**src/rtl/keypad_scanner.sv**
```systemverilog
// Matrix-keypad scanner: strobes columns, debounces whole-matrix frames, resolves a
// single pressed key and queues press/release events for a valid/ready consumer.
module keypad_scanner #(
  parameter int ROWS       = 4,
  parameter int COLS       = 4,
  parameter int SCAN_DIV   = 1000,
  parameter int DEBOUNCE   = 4,
  parameter int FIFO_DEPTH = 4,
  parameter int REPORT_REL = 1,
  localparam int KW        = $clog2(ROWS*COLS)
) (
  input  logic            clk,
  input  logic            rst,
  output logic [COLS-1:0] col_drive,
  input  logic [ROWS-1:0] row_in,
  output logic            evt_valid,
  input  logic            evt_ready,
  output logic [KW-1:0]   evt_key,
  output logic            evt_release,
  output logic            overflow
);

  // Handshake: an event transfers on a cycle where evt_valid && evt_ready; while
  // evt_valid is high and evt_ready low, evt_key/evt_release hold the same head entry.

  localparam int CW = (COLS > 1) ? $clog2(COLS) : 1;
  localparam int DW = $clog2(SCAN_DIV);
  localparam int AW = $clog2(FIFO_DEPTH);
  localparam int SW = $clog2(DEBOUNCE + 1);
  localparam logic [CW-1:0] LAST_COL   = CW'(COLS - 1);
  localparam logic [DW-1:0] LAST_DWELL = DW'(SCAN_DIV - 1);
  localparam logic [SW-1:0] DEB_MAX    = SW'(DEBOUNCE);
  localparam logic [AW:0]   FULL_CNT   = (AW+1)'(FIFO_DEPTH);

  logic [ROWS-1:0] row_m, row_s;

  logic            running;
  logic [CW-1:0]   col_idx, next_col;
  logic [DW-1:0]   dwell;
  logic            capture, frame_done;

  // Frames are stored pressed-high, indexed [col][row].
  logic [COLS-1:0][ROWS-1:0] work_frame, cur_frame, prev_frame;
  logic [SW-1:0]   stable_cnt, stable_nxt;
  logic            same, saturated, accept;

  logic [1:0]      n_hits;
  logic [KW-1:0]   res_idx;
  logic            res_hit, key_change;
  logic            key_valid;
  logic [KW-1:0]   key_idx;
  logic            pend_valid;
  logic [KW-1:0]   pend_key;

  logic            push, push_rel, set_pend;
  logic [KW-1:0]   push_key;

  logic [KW:0]     mem [FIFO_DEPTH];
  logic [AW-1:0]   wr_ptr, rd_ptr;
  logic [AW:0]     count;
  logic            pop, full, do_push;

  always_ff @(posedge clk or posedge rst) begin
    if (rst) begin
      row_m <= '1;
      row_s <= '1;
    end else begin
      row_m <= row_in;
      row_s <= row_m;
    end
  end

  assign capture    = running && (dwell == LAST_DWELL);
  assign frame_done = capture && (col_idx == LAST_COL);
  assign next_col   = (col_idx == LAST_COL) ? '0 : col_idx + 1'b1;

  always_comb begin
    cur_frame          = work_frame;
    cur_frame[col_idx] = ~row_s;
  end

  always_ff @(posedge clk or posedge rst) begin
    if (rst) begin
      running    <= 1'b0;
      col_idx    <= '0;
      dwell      <= '0;
      col_drive  <= '1;
      work_frame <= '0;
    end else if (!running) begin
      running   <= 1'b1;
      col_drive <= ~COLS'(1);
    end else if (capture) begin
      work_frame <= cur_frame;
      dwell      <= '0;
      col_idx    <= next_col;
      col_drive  <= ~(COLS'(1) << next_col);
    end else begin
      dwell <= dwell + 1'b1;
    end
  end

  // Accept exactly once, on the completion where the run of identical frames reaches DEBOUNCE.
  assign same       = (cur_frame == prev_frame);
  assign saturated  = same && (stable_cnt == DEB_MAX);
  assign stable_nxt = !same ? SW'(1) : (saturated ? stable_cnt : stable_cnt + 1'b1);
  assign accept     = frame_done && !saturated && (stable_nxt == DEB_MAX);

  always_comb begin
    n_hits  = 2'd0;
    res_idx = '0;
    for (int c = 0; c < COLS; c++) begin
      for (int r = 0; r < ROWS; r++) begin
        if (cur_frame[c][r]) begin
          if (n_hits != 2'd2) n_hits = n_hits + 2'd1;
          res_idx = KW'(r*COLS + c);
        end
      end
    end
  end

  assign res_hit    = (n_hits == 2'd1);
  assign key_change = accept && (n_hits != 2'd2) &&
                      ((res_hit != key_valid) || (res_hit && (res_idx != key_idx)));

  // A K -> J change queues the release now and parks the press for the next cycle.
  always_comb begin
    push     = 1'b0;
    push_rel = 1'b0;
    push_key = '0;
    set_pend = 1'b0;
    if (pend_valid) begin
      push     = 1'b1;
      push_key = pend_key;
    end else if (key_change) begin
      if (!key_valid) begin
        push     = 1'b1;
        push_key = res_idx;
      end else if (REPORT_REL != 0) begin
        push     = 1'b1;
        push_rel = 1'b1;
        push_key = key_idx;
        set_pend = res_hit;
      end else if (res_hit) begin
        push     = 1'b1;
        push_key = res_idx;
      end
    end
  end

  always_ff @(posedge clk or posedge rst) begin
    if (rst) begin
      prev_frame <= '0;
      stable_cnt <= '0;
      key_valid  <= 1'b0;
      key_idx    <= '0;
      pend_valid <= 1'b0;
      pend_key   <= '0;
    end else begin
      pend_valid <= set_pend;
      if (set_pend) pend_key <= res_idx;
      if (frame_done) begin
        prev_frame <= cur_frame;
        stable_cnt <= stable_nxt;
      end
      if (key_change) begin
        key_valid <= res_hit;
        key_idx   <= res_idx;
      end
    end
  end

  assign pop     = evt_valid && evt_ready;
  assign full    = (count == FULL_CNT);
  assign do_push = push && (!full || pop);

  always_ff @(posedge clk or posedge rst) begin
    if (rst) begin
      wr_ptr   <= '0;
      rd_ptr   <= '0;
      count    <= '0;
      overflow <= 1'b0;
      for (int i = 0; i < FIFO_DEPTH; i++) mem[i] <= '0;
    end else begin
      overflow <= push && full && !pop;
      if (do_push) begin
        mem[wr_ptr] <= {push_rel, push_key};
        wr_ptr      <= wr_ptr + 1'b1;
      end
      if (pop) rd_ptr <= rd_ptr + 1'b1;
      if (do_push && !pop)      count <= count + 1'b1;
      else if (!do_push && pop) count <= count - 1'b1;
    end
  end

  assign evt_valid              = (count != '0);
  assign {evt_release, evt_key} = mem[rd_ptr];

endmodule

```
**config.mk**
```make
export PLATFORM = sky130hd
export DESIGN_NAME = keypad_scanner
export DESIGN_NICKNAME = d
export VERILOG_FILES = /design/src/rtl/keypad_scanner.sv
export SDC_FILE = /design/constraint.sdc
export NUM_CORES = 1
export LEC_CHECK = 0
export ABC_AREA = 1
export CAP_MARGIN = 20
export CORE_MARGIN = 2
export CORE_UTILIZATION = 25
export DETAILED_ROUTE_END_ITERATION = 10
export HOLD_SLACK_MARGIN = 0.05
export PLACE_DENSITY = 0.38
export SETUP_SLACK_MARGIN = 0.2
export SYNTH_ARGS = -nofsm -noshare
export SYNTH_HDL_FRONTEND = slang
export SYNTH_SLANG_ARGS = --single-unit
```
**constraint.sdc**
```tcl
create_clock -name clk -period 14.1 [get_ports clk]
set_input_delay 2.82 -clock clk [delete_from_list [all_inputs] [get_ports clk]]
set_output_delay 2.82 -clock clk [all_outputs]
set_load 0.01 [all_outputs]
```
==> flow_summary.json <==
{
  "core_area_um2": 24500,
  "instances_no_fill": 1187,
  "slowest_stage": "ha_1",
  "start_kind": "flop",
  "syn_inst": 838,
  "dieArea_um2": 26300,
  "grt_pass1_vias": 5042,
  "fillCellCount": 2672,
  "cts_buffers": 9,
  "fin_area_um2": 7080,
  "ctsResizeCount": 0,
  "drtAntennaViolNets": 0,
  "worst_ep_required_time_ns": 14.33,
  "hpwl_um": 11100,
  "first_pass_iters": 4,
  "p_comb_frac": 0.224,
  "status": "finished clean",
  "clock_latency_ns": 0.35,
  "peakVddDrop_v": 0.0000610,
  "syn_avg_cell_area_um2": 7.47,
  "place_area_um2": 6800,
  "initial_core_util": 0.256,
  "cp.arrival_ns": 8.23,
  "pwr-share-seq": 0.445,
  "area_delta_synth_final_pct": 13.1,
  "die_x_um": 162,
  "crit_type": "reg -> reg",
  "max_freq_mhz": 125,
  "finalSetupViolCount": 0,
  "period_minus_slack_ns": 8.00,
  "p_per_area_nw_per_um2": 102,
  "crit_path_end_kind": "flop",
  "diodes": 0,
  "portBuffers": 17,
  "internal-power_w": 0.000490,
  "fin_skew_ns": 0.0139,
  "slowest_delay_ns": 0.51,
  "cts_sinks": 98,
  "ys_warn_count": 0,
  "clock-root-buffer": "clkbuf_16",
  "p_leak_nw": 3.46,
  "clk_path_buf_depth": 2,
  "max_cap_viol_count": 0,
  "fp.dieH_um": 162,
  "place.gp.congestion": 0.739,
  "min_path_type": "reg -> reg",
  "dpl.cell_count": 1171,
  "multiInputGateArea_um2": 3360,
  "fin_setup_tns_ns": 0,
  "syn_area_um2": 6260,
  "holdBufCountCts": 0,
  "drive_gt1_frac": 0.145,
  "rows": 57,
  "grt.overflow.total": 0,
  "grt_max_degree": 52,
  "relSlewSlack": 0.495,
  "postCtsSetupRepairBufs": 0,
  "regArea_um2": 2470,
  "grt_pass1_wl_um": 25400,
  "hold_viol": 0,
  "r2r_cells": 54,
  "p_clk_frac": 0.332,
  "tightest_slew_ns": 0.752,
  "dr.first_iter.drc_count": 257,
  "path_max_fanout": 11,
  "min_period_over_period": 0.567,
  "clkTransAtPathRegs_ns": 0.08,
  "crit_top_cell": "nand2_1",
  "drc": 0,
  "cts_tree": "yes",
  "synth-seq-cells": 98,
  "rsz0062_at_grt": "no",
  "antenna_found_initial": 0,
  "wl_um": 14700,
  "yosysSeqAreaShare": 0.394,
  "synth_nets": 865,
  "vias": 5114,
  "min_path_cells": 0,
  "drv_slew": 0,
  "mostFrequentLayoutCell": "nand2_1",
  "vias_per_cell": 4.31,
  "final_cell_mix": "nand2_1, dfrtp_1, inv_1, nand3_1, o21ai_0",
  "cts-htree-levels": 3,
  "netSwitchingPower_w": 0.000232,
  "io_pins": 18,
  "wl_per_cell_um": 12.4,
  "synth_cell_types": 45,
  "fin_nets": 885,
  "switching_share": 0.322,
  "gr-usage-all-layers": 0.120
}
==> logic make-up after synthesis <==
kind of cell               after synthesis  share of synthesized area
xor gates and xnor gates                25                     0.0350
other                                    1                   0.000599
and+or+nand+nor                        464                      0.349
muxes                                    1                    0.00180
buffers and inverters                  105                     0.0686
DFF                                     98                      0.394
AOI/OAI and AO/OA                      124                      0.110
adders and majority gates               20                     0.0412
==> synth_stat cells (all sizes together) <==
library cell	instances	area (um2)
or2	4	25.0
conb	1	3.75
xor2	17	149
inv	89	337
nand3	84	500
nand4	7	43.8
ha	19	238
a21boi	1	7.51
nor2	57	254
nor4	5	31.3
nor3	6	30.0
dfrtp	86	2150
nand3b	2	15.0
o21ai	80	427
a21oi	25	125
o211ai	1	7.51
o22ai	5	31.3
a31oi	2	12.5
o21a	8	61.3
a2bb2oi	1	8.76
fa	1	20.0
xnor2	8	70.1
mux2	1	11.3
clkinv	5	32.5
nand2	298	1280
buf	3	30.0
dfstp	12	315
clkbuf	8	30.0
o31ai	1	7.51
and2	1	6.26
==> metal layers <==
metal	vias up	global-route usage	part of all wire
met3	6	0.0212	0.020
met2	39	0.190	0.45
met1	2324	0.170	0.52
met4	0	0.0265	0.0081
met5	-	0	0
li1	2745	-	-
==> per-stage QoR <==
| stage | power [W] | hold slack (ns) | utilization | setup WS (ns) |
|---|---|---|---|---|
| 2_1_floorplan | 0.000437 | 0.345 | - | 7.13 |
| 3_3_place_gp | 0.000492 | 0.346 | 0.278 | 6.07 |
| 3_5_place_dp | 0.000491 | 0.347 | 0.278 | 6.06 |
| 4_1_cts | 0.000739 | 0.358 | 0.289 | 6.03 |
| 5_1_grt | 0.000772 | 0.361 | 0.289 | 5.20 |
| 6_report | 0.000722 | 0.356 | 0.289 | 6.10 |
==> worst paths after layout <==
check,from,end,slack [ns]
setup / recovery,col_idx[0]$_DFFE_PP0P_,count[1]$_DFFE_PP0P_,6.10
hold reg to reg,row_m[1]$_DFF_PP1_,row_s[1]$_DFF_PP1_,0.36
setup reg to reg,col_idx[0]$_DFFE_PP0P_,count[1]$_DFFE_PP0P_,6.10
max in group asynchronous,rst,prev_frame[4]$_DFFE_PP0P_,10.09
hold / removal,row_m[1]$_DFF_PP1_,row_s[1]$_DFF_PP1_,0.36
min in group asynchronous,rst,dwell[8]$_DFFE_PP0P_,2.89
==> power groups by stage <==
| stage | clock network (W) | logic, W | registers, W |
|---|---|---|---|
| final | 0.000239 | 0.000161 | 0.000321 |
| after global routing | 0.000261 | 0.000187 | 0.000324 |
| after CTS | 0.000253 | 0.000165 | 0.000321 |
| after detailed placement | 0 | 0.000164 | 0.000326 |
| after global placement | 0 | 0.000165 | 0.000327 |
| after floorplan | 0 | 0.000120 | 0.000317 |
==> final cells by class <==
type / instances / share of cell area
Clock buffer: 10 / 0.0324
Clock inverter: 6 / 0.00672
Inverter: 94 / 0.0525
Multi-Input combinational cell: 635 / 0.475
Sequential cell: 98 / 0.349
Tap cell: 324 / 0.0573
Timing Repair Buffer: 20 / 0.0272
==> flip-flops by register name, summed over array words and instances (netlist names), 3 cells and up <==
| name | cells |
|---|---|
| count | 3 |
| prev_frame | 16 |
| stable_cnt | 3 |
| pend_key | 4 |
| col_drive | 4 |
| row_s | 4 |
| mem | 20 |
| dwell | 10 |
| row_m | 4 |
| key_idx | 4 |
| work_frame | 16 |
==> worst max-delay path, delay by kind of cell, from the launching register on <==
kind / cells / cell delay, ns
buf+inv: 8 / 0.72
compound gates: 3 / 0.79
flops: 1 / 0.40
fa+ha+maj: 7 / 2.21
simple gates: 35 / 3.50
mux: 1 / 0.27
Note: power is estimated with default switching activity, not from simulation.
